<file path="src/rtl/mips_abb_pkg.sv">
// mips_abb_pkg: shared pipeline types, memop encoding and memory-stage FSM states
package mips_abb_pkg;
  typedef logic [31:0] dram_addr;
  typedef logic [31:0] dram_data;
  typedef logic [31:0] reg_word;
  typedef logic [31:0] instr_addr;
  typedef logic [4:0]  reg_addr;
  typedef enum logic [2:0] {MEM_NONE, MEM_B_LOAD, MEM_W_LOAD, MEM_B_STORE, MEM_W_STORE} memop;
  typedef enum logic {IDLE, WAIT} mem_state_e;
  localparam reg_word ZERO = 32'h0000_0000;
endpackage

</file>
<file path="src/rtl/mem_load_align.sv">
// mem_load_align: byte-lane select and sign extension of load data
module mem_load_align
  import mips_abb_pkg::*;
(
  input  memop        op,
  input  logic [1:0]  lane,
  input  dram_data    rdata,
  input  reg_word     res,
  output reg_word     result
);
  logic [7:0] b;
  always_comb begin
    b = rdata[8*lane +: 8];
    result = op == MEM_B_LOAD ? {{24{b[7]}}, b} : op == MEM_W_LOAD ? rdata : res;
  end
endmodule

</file>
<file path="src/rtl/stage_mem.sv">
// stage_mem: MIPS memory-access stage with dm req/ack handshake and upstream stall.
// Optional MEM_ALIGN_CHECK_EN traps misaligned word accesses.
module stage_mem
  import mips_abb_pkg::*;
#(
  parameter instr_addr RESET_PC = 32'h0000_0000
) (
  input  logic       clk,
  input  logic       rst_n,
  input  instr_addr  mem_i_pc,
  input  reg_word    mem_i_res,
  input  logic       mem_i_rfwe,
  input  reg_addr    mem_i_rfwa,
  input  memop       mem_i_memop,
  input  dram_addr   mem_i_mema,
  input  dram_data   mem_i_memd,
  output logic       mem_stall,
  output logic       dm_req,
  output logic       dm_we,
  output logic [3:0] dm_be,
  output dram_addr   dm_addr,
  output dram_data   dm_wdata,
  input  logic       dm_ack,
  input  dram_data   dm_rdata,
  output reg_word    mem_o_res,
  output logic       mem_o_rfwe,
  output reg_addr    mem_o_rfwa,
  output instr_addr  mem_o_pc,
  output logic       mem_o_exc
);
  instr_addr  ex_pc;
  reg_word    ex_res;
  logic       ex_rfwe;
  reg_addr    ex_rfwa;
  memop       ex_memop;
  dram_addr   ex_mema;
  dram_data   ex_memd;
  mem_state_e state;
  logic       misaligned;
  logic       is_store;
  reg_word    result;
`ifdef MEM_ALIGN_CHECK_EN
  assign misaligned = (ex_memop == MEM_W_LOAD || ex_memop == MEM_W_STORE) && ex_mema[1:0] != 2'b00;
`else
  assign misaligned = 1'b0;
`endif
  assign is_store  = ex_memop == MEM_B_STORE || ex_memop == MEM_W_STORE;
  assign dm_req    = (ex_memop != MEM_NONE && !misaligned) || state == WAIT;
  assign mem_stall = dm_req & ~dm_ack;
  assign dm_we     = dm_req & is_store;
  assign dm_be     = !dm_req ? 4'h0 : ex_memop == MEM_B_STORE ? 4'b0001 << ex_mema[1:0] : 4'hF;
  assign dm_addr   = dm_req ? {ex_mema[31:2], 2'b00} : ZERO;
  assign dm_wdata  = !dm_we ? ZERO : ex_memop == MEM_B_STORE ? {4{ex_memd[7:0]}} : ex_memd;
  mem_load_align u_align (
    .op     (ex_memop),
    .lane   (ex_mema[1:0]),
    .rdata  (dm_rdata),
    .res    (ex_res),
    .result (result)
  );
  always_ff @(posedge clk or negedge rst_n) begin
    if (!rst_n) begin
      ex_pc    <= RESET_PC;
      ex_res   <= ZERO;
      ex_rfwe  <= 1'b0;
      ex_rfwa  <= '0;
      ex_memop <= MEM_NONE;
      ex_mema  <= ZERO;
      ex_memd  <= ZERO;
    end else if (!mem_stall) begin
      ex_pc    <= mem_i_pc;
      ex_res   <= mem_i_res;
      ex_rfwe  <= mem_i_rfwe;
      ex_rfwa  <= mem_i_rfwa;
      ex_memop <= mem_i_memop;
      ex_mema  <= mem_i_mema;
      ex_memd  <= mem_i_memd;
    end
  end
  // in WAIT dm_req is high, so stalling is exactly "still waiting for ack"
  always_ff @(posedge clk or negedge rst_n) begin
    if (!rst_n) state <= IDLE;
    else state <= mem_stall ? WAIT : IDLE;
  end
  // a stalled cycle writes a bubble so write-back never commits twice
  always_ff @(posedge clk or negedge rst_n) begin
    if (!rst_n) begin
      mem_o_res  <= ZERO;
      mem_o_rfwe <= 1'b0;
      mem_o_rfwa <= '0;
      mem_o_pc   <= RESET_PC;
    end else begin
      mem_o_res  <= mem_stall ? ZERO : result;
      mem_o_rfwe <= !mem_stall && ex_rfwe && !misaligned;
      mem_o_rfwa <= ex_rfwa;
      mem_o_pc   <= ex_pc;
    end
  end
`ifdef MEM_ALIGN_CHECK_EN
  always_ff @(posedge clk or negedge rst_n) begin
    if (!rst_n) mem_o_exc <= 1'b0;
    else mem_o_exc <= misaligned;
  end
`else
  assign mem_o_exc = 1'b0;
`endif
endmodule
</file>
<file path="config.mk">
export PLATFORM = sky130hd
export DESIGN_NAME = stage_mem
export DESIGN_NICKNAME = d
export VERILOG_FILES = /design/src/rtl/mips_abb_pkg.sv /design/src/rtl/mem_load_align.sv /design/src/rtl/stage_mem.sv
export SDC_FILE = /design/constraint.sdc
export NUM_CORES = 1
export LEC_CHECK = 0
export ABC_AREA = 1
export CAP_MARGIN = 15
export CORE_ASPECT_RATIO = 0.75
export CORE_MARGIN = 2
export CORE_UTILIZATION = 41
export DETAILED_ROUTE_END_ITERATION = 10
export PLACE_DENSITY = 0.77
export SYNTH_ARGS = -nofsm -noshare
export SYNTH_HDL_FRONTEND = slang
export SYNTH_SLANG_ARGS = --single-unit
</file>
<file path="constraint.sdc">
create_clock -name clk -period 1.6 [get_ports clk]
set_input_delay 0.48 -clock clk [delete_from_list [all_inputs] [get_ports clk]]
set_output_delay 0.48 -clock clk [all_outputs]
set_load 0.005 [all_outputs]
</file>
After elaboration in Yosys (flattened, before gate mapping):

Cells that the tools add are included.
Widths: inputs -> output; s select.

* reductions and logical operators: 5
* eq/ne operators: 4
* shift operators: 2
* muxes and demuxes: 9
* bitwise gates (word level): 3

Operators with widths (count)
* $mux 32: 6
* $shiftx 32x6->8: 1
* $mux 4: 2
* $eq 3x2->1 const B: 2
* $shl 1x2->4 const A: 1
* $eq 3x1->1 const B: 1
* $eq 3x3->1 const B: 1
* $reduce_bool 3->1: 1
* $and 1x1->1: 2
* $logic_or 1x1->1: 2
* $logic_and 1x1->1: 1
* $logic_not 1->1: 1
* $mux 1: 1
* $not 1->1: 1

* bits in registers: 208
* input port bits: 172
* output and inout bits: 142

Logic depth before layout (Yosys ltp):

* depth after elaboration: 5
* depth in mapped cells: 10
* depth with buffers taken out: 8

Cells and area by module:

From an unflattened synthesis, not the netlist that was laid out.

* cells, all modules: 1189
* area, all modules: 9454.1 um2

Modules (own cells, without submodules)
* stage_mem: instances 1, cells each 906, area each 8192.9 um2
* mem_load_align: instances 1, cells each 283, area each 1261.2 um2

Worst setup path after synthesis:

OpenSTA, ideal clock, no wires.

* path type: register to output
* start point: register ex_memop[1]
* end point: output dm_wdata[11]
* setup slack: -0.088 ns
* path buffers: 2
* required time: 1.120 ns
* cell stages (with the launch flop): 6
* data arrival time: 1.208 ns
* path through: dfrtp_1 buf_2 nor3_1 inv_1 clkbuf_1 o21ai_0

* word-level cells in the longest chain between the ends: 4
* elaborated cells on any way between the ends: 8
* classes of those cells: eq/ne: 2; mux: 2; bitwise: 1; reduce/logical: 3

Ends and longest elaborated chain
* from (decl): line stage_mem.sv:35 `memop ex_memop;`
* from (signal assigned): line stage_mem.sv:75 `ex_memop <= mem_i_memop;`
* $eq 3x2->1 (tied with other cells): line stage_mem.sv:47, stage_mem.sv:53
* $logic_or 1x1->1 (on tied branches): line stage_mem.sv:47, stage_mem.sv:48
* $and 1x1->1: line stage_mem.sv:50 `assign dm_we = dm_req & is_store;`
* $mux 32 *: line stage_mem.sv:53 `assign dm_wdata = !dm_we ? ZERO : ex_memop == MEM_B_STORE ? {4{ex_memd[7:0]}} : ex_memd;`
* to (decl): line stage_mem.sv:22 `output dram_data dm_wdata,`

Mark *: on every way between the ends. The rest lies on a longest branch, timed or not.

Final worst setup path:

* start point: register ex_memop[2]
* end point: output dm_wdata[7]

* word-level cells in the longest chain between the ends: 4
* elaborated cells on any way between the ends: 7
* classes of those cells: eq/ne: 2; mux: 1; bitwise: 1; reduce/logical: 3

Ends and longest elaborated chain
* $eq 3x2->1 (tied with other cells): line stage_mem.sv:47 `assign is_store = ex_memop == MEM_B_STORE || ex_memop == MEM_W_STORE;`
* $logic_or 1x1->1 (on tied branches): line stage_mem.sv:47, stage_mem.sv:48
* $and 1x1->1 *: line stage_mem.sv:50
* $mux 32 *: line stage_mem.sv:53

Marks and branches as above.

==> results.tsv <==
stage	metric	value	unit
timing	Worst Setup Slack, final	-825	ps
finish	Final Cell Area	0.0169	sq mm
placed_design	Area after DPL	0.0124	sq mm
timing	RSZ-0062 raised after global routing	yes	
worst_setup_path	crit end category	output pin	
timing	f_max	412	MHz
grt	initial antenna violation count	2	
power	P_leak	0.00914	uW
power	Power per Cell Area	983	mW/mm^2
floorplanning	Core Region	0.0205	sq mm
timing	Final Skew	18.2	ps
floorplanning	# rows	45	
worst_setup_path	Crit-path slowest cell	dfrtp_1	
placed_design	RePlAce Congestion	0.888	
placed_design	Port Buffers	310	
routing	DR vias	8952	
finish	number of diodes	0	
clock_tree	Clock transition at path regs	60	ps
worst_setup_path	max incr delay on CP	370	ps
placed_design	post-DP HPWL	18300	um
clock_tree	CTS sink cnt	208	
power	Worst VDD drop	731	uV
timing	Final setup viols	240	
worst_setup_path	critical setup path kind	reg -> out	
routing	DRT Pass-1 Iters	5	
grt	remaining global-route overflow	0	
clock_tree	Clock Tree Buf Depth	3	
logic_synthesis	Post-Syn Instances	1016	
logic_synthesis	cell taking the most area after synthesis	dfrtp_1	
grt	vias in the first global route	9283	
routing	initial DRC count	584	
worst_setup_path	critical path launch point type	flop	
grt	pin count of the biggest net entering global routing	44	
logic_synthesis	synth warn	0	
floorplanning	Ports	314	
placed_design	Inst Count DP	1605	
logic_synthesis	Synth area leaders	dfrtp_1 60%, nand2_1 15%, inv_1 5.5%	
timing	Final Hold Vio Count	0	
grt	GR Util All Layers	30.0	%
logic_synthesis	Synth cell types	25	
clock_tree	Clock Latency Late Sink	510	ps
clock_tree	CTS Root Cell	clkbuf_16	
logic_synthesis	sequential element share of the synthesized area	60.1	%
worst_setup_path	largest delay contributor family on the critical path	buffers and inverters	
logic_synthesis	FF+latch count, synth	208	
finish	fillers	1137	
grt	wire length of the first global-routing pass	50800	um
worst_setup_path	Worst EP arrival	1940	ps
floorplanning	die width	172	um
timing	Max Slew Vio Count	0	
worst_setup_path	most used cell along the critical path	buf_4	
placed_design	pre-CTS setup slack	-602	ps
worst_setup_path	Critical Path Start	ex_memop[2]	
logic_synthesis	synthesized area	0.00865	sq mm
logic_synthesis	top-area cell type share of the netlist area	60.1	%
routing	Routed Wire Length	36800	um
routing	vias per cell	5.08	
worst_setup_path	CP max FO	4	
min_path	worst hold start	ex_pc[18]	
finish	share of layout cells above drive strength 1	41.8	%
worst_setup_path	WP buf/inv	6	
timing	period utilization	152	%
worst_setup_path	RR Startpoint	ex_memop[2]	
timing	minimum clock period	2420	ps
run	max_cap viols	0	
worst_setup_path	critical path, cell by cell	buf_4, inv_4, nor3_4, buf_4, buf_4, nor2_4, buf_6, nor2_1, buf_2	
floorplanning	Initial Utilization	42.2	%
worst_setup_path	CP required	1120	ps
finish	area grow syn2layout	95.6	%
run_status	failing checks	negative setup slack	
logic_synthesis	Syn Area/Cell	8.52	sq um
clock_tree	CTS tree	done	
clock_tree	total CTS buffers	22	
routing	Final ANT Viol Nets	0	
run_status	status	finished with violations	
finish	fin cells	1763	
clock_tree	H-tree depth	1	
floorplanning	die area	0.0223	sq mm
routing	Wirelength per Cell	20.9	um
floorplanning	Die Height	130	um
routing	residual DRC count	0	
finish	final net count	1637	
min_path	Worst Hold Class	reg -> reg	
## cell usage after synthesis, drive strengths merged
library cell,number
conb,1
inv,129
nand2,358
a21oi,28
nand3,17
buf,41
dfrtp,208
nor3,2
clkbuf,15
nor2,98
o21ai,118
clkinv,1
## routing by layer
| metal | GRT usage, % | routed length, um | vias up |
|---|---|---|---|
| li1 | - | - | 3990 |
| met1 | 36.6 | 13900 | 4413 |
| met2 | 51.6 | 18600 | 443 |
| met3 | 8.01 | 2930 | 102 |
| met4 | 11.1 | 1350 | 4 |
| met5 | 0 | 27 | - |
## cell usage in the layout (no fill, tap or decap), types with 5 or more instances in the layout
master and instances:
nor2_4 40, o21ai_1 25, clkbuf_1 5, dlymetal6s2s_1 70
nor2_2 21, nand2_4 78, buf_8 11, buf_4 42
a21oi_1 22, buf_12 44, nand3_1 16, clkbuf_16 27
clkdlybuf4s50_1 170, nand2_1 180, inv_1 123, nand2_2 96
nor2_1 37, buf_2 62, buf_16 37, buf_6 29
clkinv_2 7, o21ai_4 8, o21ai_2 84, dfrtp_1 207
## layout make-up
cell class / instances / area [sq um] / share of cell area [%]
repair inverters: 4 / 76.3 / 0.451
clock inverters: 11 / 111 / 0.658
multi-input cells: 625 / 4290 / 25.3
repair buffers: 474 / 5770 / 34.1
flip-flops and latches: 208 / 5210 / 30.8
clock buffers: 29 / 608 / 3.59
well taps: 282 / 353 / 2.08
inverters: 130 / 517 / 3.05
## power by group
part / leakage [uW] / switching [uW] / total (uW) / internal, uW
logic: 0.00624 / 2540 / 5220 / 2680
registers: 0.00255 / 299 / 6200 / 5900
clock network: 0.000357 / 2200 / 5210 / 3010
## state kept, by name (all words and copies together) (netlist names), 5 cells and up
signal,flops
ex_rfwa,5
ex_pc,32
mem_o_res,32
ex_memd,32
mem_o_pc,32
ex_res,32
mem_o_rfwa,5
ex_mema,32
## kinds of logic after synthesis
group	count (synthesis)	synth area share [%]
simple gates	475	21.9
buf+inv	186	9.47
flops	208	60.1
compound gates	146	8.44
other cells	1	0.0433
## per-stage QoR
step	total power, uW	util, %	setup TNS (ps)	hold slack (ps)
final	16600	82.6	-146240	376
after detailed placement	9480	60.3	-105880	362
after floorplan	7530	-	-1950	184
after global placement	9410	60.3	-101760	364
after global routing	17300	82.6	-160110	388
after CTS	16000	77.6	-156830	375
## final timing paths
path,end,slack (ps),depth (start not counted)
max reg2reg,ex_res[9],-670,18
min in group asynchronous,mem_o_res[22],470,2
max,dm_wdata[7],-820,9
max in group asynchronous,ex_pc[20],540,3
min,mem_o_pc[18],380,0
min reg2reg,mem_o_pc[18],380,0
## repair_timing
| action | 4_1_cts | 5_1_grt |
|---|---|---|
| pin swaps | 26 | 35 |
| gates cloned | 50 | 4 |
| hold buffers | 1 | 0 |
| resized for setup | 596 | 373 |
| endpoints found under the setup margin | 302 | 310 |
| buffers inserted | 72 | 19 |
| hold endpoints to repair | 31 | 0 |
(Power assumes the default switching activity.)
